===== src/rtl/ysyx_22041461_ifu_pkg.sv =====
// rtl/ysyx_22041461_ifu_pkg.sv - shared state encoding, constants and helpers for the instruction fetch unit
package ysyx_22041461_ifu_pkg;

  // One-hot so that each handshake output is a single state flop.
  typedef enum logic [4:0] {
    IDLE = 5'b00001,
    REQ  = 5'b00010,
    WAIT = 5'b00100,
    HOLD = 5'b01000,
    DROP = 5'b10000
  } ifu_state_e;

  localparam logic [1:0]  RESP_OKAY        = 2'b00;
  localparam logic [31:0] NOP_INST_DEFAULT = 32'h0000_0013;

  // Pick the 32-bit instruction out of an 8-byte beat using pc bit 2.
  function automatic logic [31:0] sel_word(input logic [63:0] rdata, input logic a2);
    return a2 ? rdata[63:32] : rdata[31:0];
  endfunction

  // Watchdog counter width: clog2(cycles)+1, clamped to 8..32 bits.
  function automatic int tmo_width(input int cycles);
    int w;
    w = $clog2(cycles) + 1;
    if (w < 8) w = 8;
    if (w > 32) w = 32;
    return w;
  endfunction

endpackage


===== src/rtl/ysyx_22041461_ifu.sv =====
// rtl/ysyx_22041461_ifu.sv - instruction fetch unit, one outstanding read; optional watchdog under YSYX_22041461_IFU_TIMEOUT_EN
module ysyx_22041461_ifu
  import ysyx_22041461_ifu_pkg::*;
#(
  parameter int unsigned TIMEOUT_CYCLES = 256,
  parameter logic [31:0] NOP_INST       = NOP_INST_DEFAULT
) (
  input  logic        clk,
  input  logic        rst,
  input  logic [63:0] pc_i,
  input  logic        pc_valid_i,
  output logic        pc_ready_o,
  input  logic        flush_i,
  output logic        mem_arvalid_o,
  input  logic        mem_arready_i,
  output logic [63:0] mem_araddr_o,
  input  logic        mem_rvalid_i,
  output logic        mem_rready_o,
  input  logic [63:0] mem_rdata_i,
  input  logic [1:0]  mem_rresp_i,
  output logic        inst_valid_o,
  input  logic        inst_ready_i,
  output logic [31:0] inst_o,
  output logic [63:0] inst_pc_o,
  output logic        inst_fault_o
);

  ifu_state_e  r_state;
  logic [63:0] r_pc;
  logic [31:0] r_inst;
  logic        r_fault;
  logic        r_drop_pending;

  logic        w_tmo_hit;
  logic        w_late;
  logic        w_rfault;

  assign w_rfault = (mem_rresp_i != RESP_OKAY);

`ifdef YSYX_22041461_IFU_TIMEOUT_EN
  localparam int TMO_W = tmo_width(int'(TIMEOUT_CYCLES));

  logic [TMO_W-1:0] r_tmo_cnt;
  logic             r_late_pending;

  assign w_tmo_hit = (r_tmo_cnt == TMO_W'(TIMEOUT_CYCLES - 1));
  assign w_late    = r_late_pending;

  // watchdog: count WAIT cycles since the AR handshake and remember a response still owed after a timeout
  always_ff @(posedge clk) begin
    if (!rst) begin
      r_tmo_cnt      <= '0;
      r_late_pending <= 1'b0;
    end else begin
      if (r_state == REQ && mem_arready_i) begin
        r_tmo_cnt <= '0;
      end else if (r_state == WAIT && !mem_rvalid_i) begin
        r_tmo_cnt <= r_tmo_cnt + 1'b1;
      end
      if (r_state == WAIT && !mem_rvalid_i && !flush_i && w_tmo_hit) begin
        r_late_pending <= 1'b1;
      end else if (r_state == DROP && mem_rvalid_i) begin
        r_late_pending <= 1'b0;
      end
    end
  end
`else
  logic w_unused_tmo;

  assign w_tmo_hit    = 1'b0;
  assign w_late       = 1'b0;
  assign w_unused_tmo = (TIMEOUT_CYCLES != 0);
`endif

  // fetch sequencing: accept pc, issue the read, hold the instruction for decode, or drain a cancelled read
  always_ff @(posedge clk) begin
    if (!rst) begin
      r_state        <= IDLE;
      r_pc           <= '0;
      r_inst         <= '0;
      r_fault        <= 1'b0;
      r_drop_pending <= 1'b0;
    end else begin
      case (r_state)
        IDLE: begin
          if (pc_valid_i && !flush_i) begin
            r_pc <= pc_i;
            if (pc_i[1:0] != 2'b00) begin
              // misaligned: report without touching the bus
              r_state <= HOLD;
              r_fault <= 1'b1;
              r_inst  <= NOP_INST;
            end else begin
              r_state <= REQ;
              r_fault <= 1'b0;
            end
          end
        end
        REQ: begin
          // arvalid stays up once raised; a flush only marks the answer as unwanted
          if (mem_arready_i) begin
            r_state        <= (r_drop_pending || flush_i) ? DROP : WAIT;
            r_drop_pending <= 1'b0;
          end else if (flush_i) begin
            r_drop_pending <= 1'b1;
          end
        end
        WAIT: begin
          if (mem_rvalid_i) begin
            if (flush_i) begin
              r_state <= IDLE;
            end else begin
              r_state <= HOLD;
              r_fault <= w_rfault;
              r_inst  <= w_rfault ? NOP_INST : sel_word(mem_rdata_i, r_pc[2]);
            end
          end else if (flush_i) begin
            r_state <= DROP;
          end else if (w_tmo_hit) begin
            r_state <= HOLD;
            r_fault <= 1'b1;
            r_inst  <= NOP_INST;
          end
        end
        HOLD: begin
          // flush and ready both release the slot; a late response must be drained first
          if (flush_i || inst_ready_i) begin
            r_state <= w_late ? DROP : IDLE;
          end
        end
        DROP: begin
          if (mem_rvalid_i) begin
            r_state <= IDLE;
          end
        end
        default: r_state <= IDLE;
      endcase
    end
  end

  assign pc_ready_o    = (r_state == IDLE);
  assign mem_arvalid_o = (r_state == REQ);
  assign mem_araddr_o  = {r_pc[63:3], 3'b000};
  assign mem_rready_o  = (r_state == WAIT) || (r_state == DROP);
  assign inst_valid_o  = (r_state == HOLD);
  assign inst_o        = r_inst;
  assign inst_pc_o     = r_pc;
  assign inst_fault_o  = r_fault;

endmodule


===== config.mk =====
export PLATFORM = sky130hd
export DESIGN_NAME = ysyx_22041461_ifu
export DESIGN_NICKNAME = d
export VERILOG_FILES = /design/src/rtl/ysyx_22041461_ifu_pkg.sv /design/src/rtl/ysyx_22041461_ifu.sv
export SDC_FILE = /design/constraint.sdc
export NUM_CORES = 1
export LEC_CHECK = 0
export BUFFER_PORTS_ARGS = -buffer_cell sky130_fd_sc_hd__buf_2
export CAP_MARGIN = 40
export CELL_PAD_IN_SITES_DETAIL_PLACEMENT = 0
export CELL_PAD_IN_SITES_GLOBAL_PLACEMENT = 1
export CORE_AREA = 2 2 129 131
export DETAILED_ROUTE_END_ITERATION = 10
export DIE_AREA = 0 0 131 133
export GPL_TIMING_DRIVEN = 0
export PLACE_DENSITY = 0.76
export SYNTH_ARGS = -nofsm -noshare
export SYNTH_HDL_FRONTEND = slang
export SYNTH_SLANG_ARGS = --single-unit

===== constraint.sdc =====
create_clock -name clk -period 2.3 [get_ports clk]
set_input_delay 0.46 -clock clk [delete_from_list [all_inputs] [get_ports clk]]
set_output_delay 0.46 -clock clk [all_outputs]
set_load 0.02 [all_outputs]

==> flow_metrics.env <==
export IMPL_synth_area_leaders="dfxtp_1 45%, nand2_1 11%, buf_4 11%, a21oi_1 7.4%, mux2i_1 7.0%"
export IMPL_place_congestion=0.7587
export IMPL_initial_core_util_pct=28.15
export IMPL_synthArstFlopShare_pct=0
export IMPL_vias_per_cell=4.213
export IMPL_endpoint_kind="flop"
export IMPL_drv_slew=0
export IMPL_met2_usage_pct=27.58
export IMPL_yosys_most_used_dff="dfxtp_1"
export IMPL_yosys_warnings=0
export IMPL_maxCapViolCount=0
export IMPL_io_pins=302
export IMPL_grt_max_degree=17
export IMPL_rrSetupSlack_ps=220
export IMPL_cts_max_level=3
export IMPL_leakagePower_nw=3.293
export IMPL_synthCells=522
export IMPL_synth_top_cell_area_share_pct=45.29
export IMPL_diodes=0
export IMPL_post_route_period_util_pct=90.43
export IMPL_stdcell_count=1056
export IMPL_status="completed"
export IMPL_crit_path_end="inst_o[19]"
export IMPL_dp_hpwl_um=11290
export IMPL_critPathLaunchType="flop"
export IMPL_layout_setup_ws_ps=220.1
export IMPL_ant_nets=0
export IMPL_rows=47
export IMPL_drc=0
export IMPL_power_density_mw_per_mm2=656.7
export IMPL_post_place_cells=1042
export IMPL_period_needed_ps=2080
export IMPL_clk_latency_ps=350
export IMPL_worstSetupStartpoint="r_state[1]"
export IMPL_drive_gt1_share_pct=48.68
export IMPL_slowest_delay_ps=410
export IMPL_die_y_um=133
export IMPL_antenna_found_initial=0
export IMPL_grt_use_total_pct=16.18
export IMPL_grt_use_met1_pct=19.50
export IMPL_die_w_um=131
export IMPL_ys_ff_latch=103
export IMPL_tightest_slew_ps=752.9
export IMPL_syn_mean_instance_area_um2=8.722
export IMPL_cp_required_ps=2580
export IMPL_fin_worst_skew_ps=6.388
export IMPL_crit_type="reg -> reg"
export IMPL_setup_viol=0
export IMPL_netlist_area_mm2=0.004553
export IMPL_ys_types=44
export IMPL_synth_edf_count=0
export IMPL_worst_r2r_path_depth=7
export IMPL_critPathSlowestCell="nor3_4"
export IMPL_hold_path_class="in -> reg"
export IMPL_max_freq_mhz=480.8
export IMPL_worstPathCellList="clkbuf_1 > nor4_4 > and3_2 > clkbuf_1 > nor3_4 > buf_2 > o2bb2ai_1"
export IMPL_vdd_ir_drop_worst_v=0.0003160
export IMPL_path_clk_slew_ps=70
export IMPL_clockRootBuffer="clkbuf_16"
export IMPL_cp_max_fo=10
export IMPL_crit_top_cell="clkbuf_1"
export IMPL_reg2reg_from="r_state[1]"
export IMPL_vias=4449
export IMPL_die_area_mm2=0.01742
export IMPL_place_worst_setup_slack_ps=98.40
export IMPL_arrival_ps=2360
export IMPL_nets=970
export IMPL_grtUsageMet3_pct=4.852
export IMPL_routedWlPerCell_um=13.70
export IMPL_top_usage_layer="met2"
export IMPL_yosysMostFrequentCell="nand2_1"
export IMPL_grt_pass1_vias=4114
export IMPL_hold_ws_ps=340.7
export IMPL_post_cts_buffers=0
export IMPL_power_mw=4.364
export IMPL_io_buffers=298
export IMPL_cts_sinks=103
export IMPL_setup_tns_ps=0
export IMPL_area_delta_synth_final_pct=45.97
export IMPL_cts_tree="done"
export IMPL_r2r_end="inst_o[19]"
export IMPL_relSlewSlack_pct=49.81
export IMPL_clock_path_buffers=2
export IMPL_yosysTopAreaCell="dfxtp_1"
export IMPL_grt_overflow=0
export IMPL_ys_seq_area_share_pct=45.29
export IMPL_synth_commonest_cells="133 x nand2_1, 103 x dfxtp_1, 67 x a21oi_1"
export IMPL_routed_wl_um=14470
export IMPL_final_hold_violation_count=0
export IMPL_first_pass_iters=4
export IMPL_rsz0062_at_grt="no"
export IMPL_core_area_mm2=0.01617
export IMPL_drt_initial_drc_count=140
export IMPL_grt_pass1_wl_um=21440
export IMPL_numCtsBuffers=9
## sequential cells by signal, indices dropped and copies added, names as in the netlist
signal	flops
inst_pc_o	64
inst_o	32
r_state	5
inst_fault_o	1
r_drop_pending	1
## stage by stage
stage	utilization, %	instance area (µm²)
after floorplan	-	4561
after global placement	39.13	6327
after detailed placement	39.13	6327
after CTS	41.04	6636
after global routing	41.10	6646
final	41.10	6646
## layout make-up
class,instances,area (µm²)
Inverter,3,11.26
Timing Repair Buffer,298,1491
Sequential cell,103,2062
Clock buffer,9,225.2
Multi-Input combinational cell,320,1856
Clock inverter,5,83.83
Tap cell,220,275.3
Buffer,98,641.9
Fill cell,1702,9525
## placed cells by master (no fill, tap or decap), types with 7 or more instances in the layout
| master | count |
|---|---|
| buf_4 | 64 |
| nand2_1 | 133 |
| a21oi_1 | 67 |
| nand3_1 | 7 |
| clkbuf_16 | 9 |
| buf_2 | 311 |
| o2bb2ai_1 | 26 |
| mux2i_1 | 32 |
| clkbuf_1 | 16 |
| dfxtp_1 | 103 |
## layer usage
| metal | up-vias | routed length, µm |
|---|---|---|
| met4 | 0 | 144 |
| met5 | - | 0 |
| met2 | 195 | 6977 |
| li1 | 2322 | - |
| met3 | 10 | 1239 |
| met1 | 1922 | 6111 |
## kinds of logic after synthesis
kind of cell    after synthesis  share of synthesized area, %
compound gates              110                         15.31
xor+xnor                      1                        0.1924
buf+inv                     101                         14.29
flops                       103                         45.29
mux                          35                         7.777
other cells                   1                       0.08236
simple gates                171                         17.07
## where the power goes
group	leakage (nW)	switching, mW	total (mW)	internal, mW
registers	0.837	0.0562	1.91	1.85
clock network	0.144	0.686	1.63	0.946
logic	2.31	0.470	0.821	0.352
total	3.29	1.21	4.36	3.15
## worst min-delay path by stage
| stage | startpoint | end | cells after the start |
|---|---|---|---|
| final | pc_i[8] | inst_pc_o[8] | 3 |
| after global routing | pc_i[58] | inst_pc_o[58] | 3 |
| after CTS | pc_i[55] | inst_pc_o[55] | 3 |
| after detailed placement | inst_o[25] | inst_o[25] | 1 |
| after global placement | inst_o[26] | inst_o[26] | 1 |
| after floorplan | r_drop_pending | r_drop_pending | 2 |
## repair_timing
action	in CTS	in global routing
setup endpoints to repair	0	52
hold buffers	0	0
gates resized for setup	0	5
## worst max-delay path, delay by kind of cell (launching register included)
family | cells | cell delay [ps]
AO/OA/AOI/OAI | 1 | 140
buffers and inverters | 3 | 850
flip-flops | 1 | 310
AND/OR/NAND/NOR | 3 | 710
Note: power is estimated with default switching activity, not from simulation.
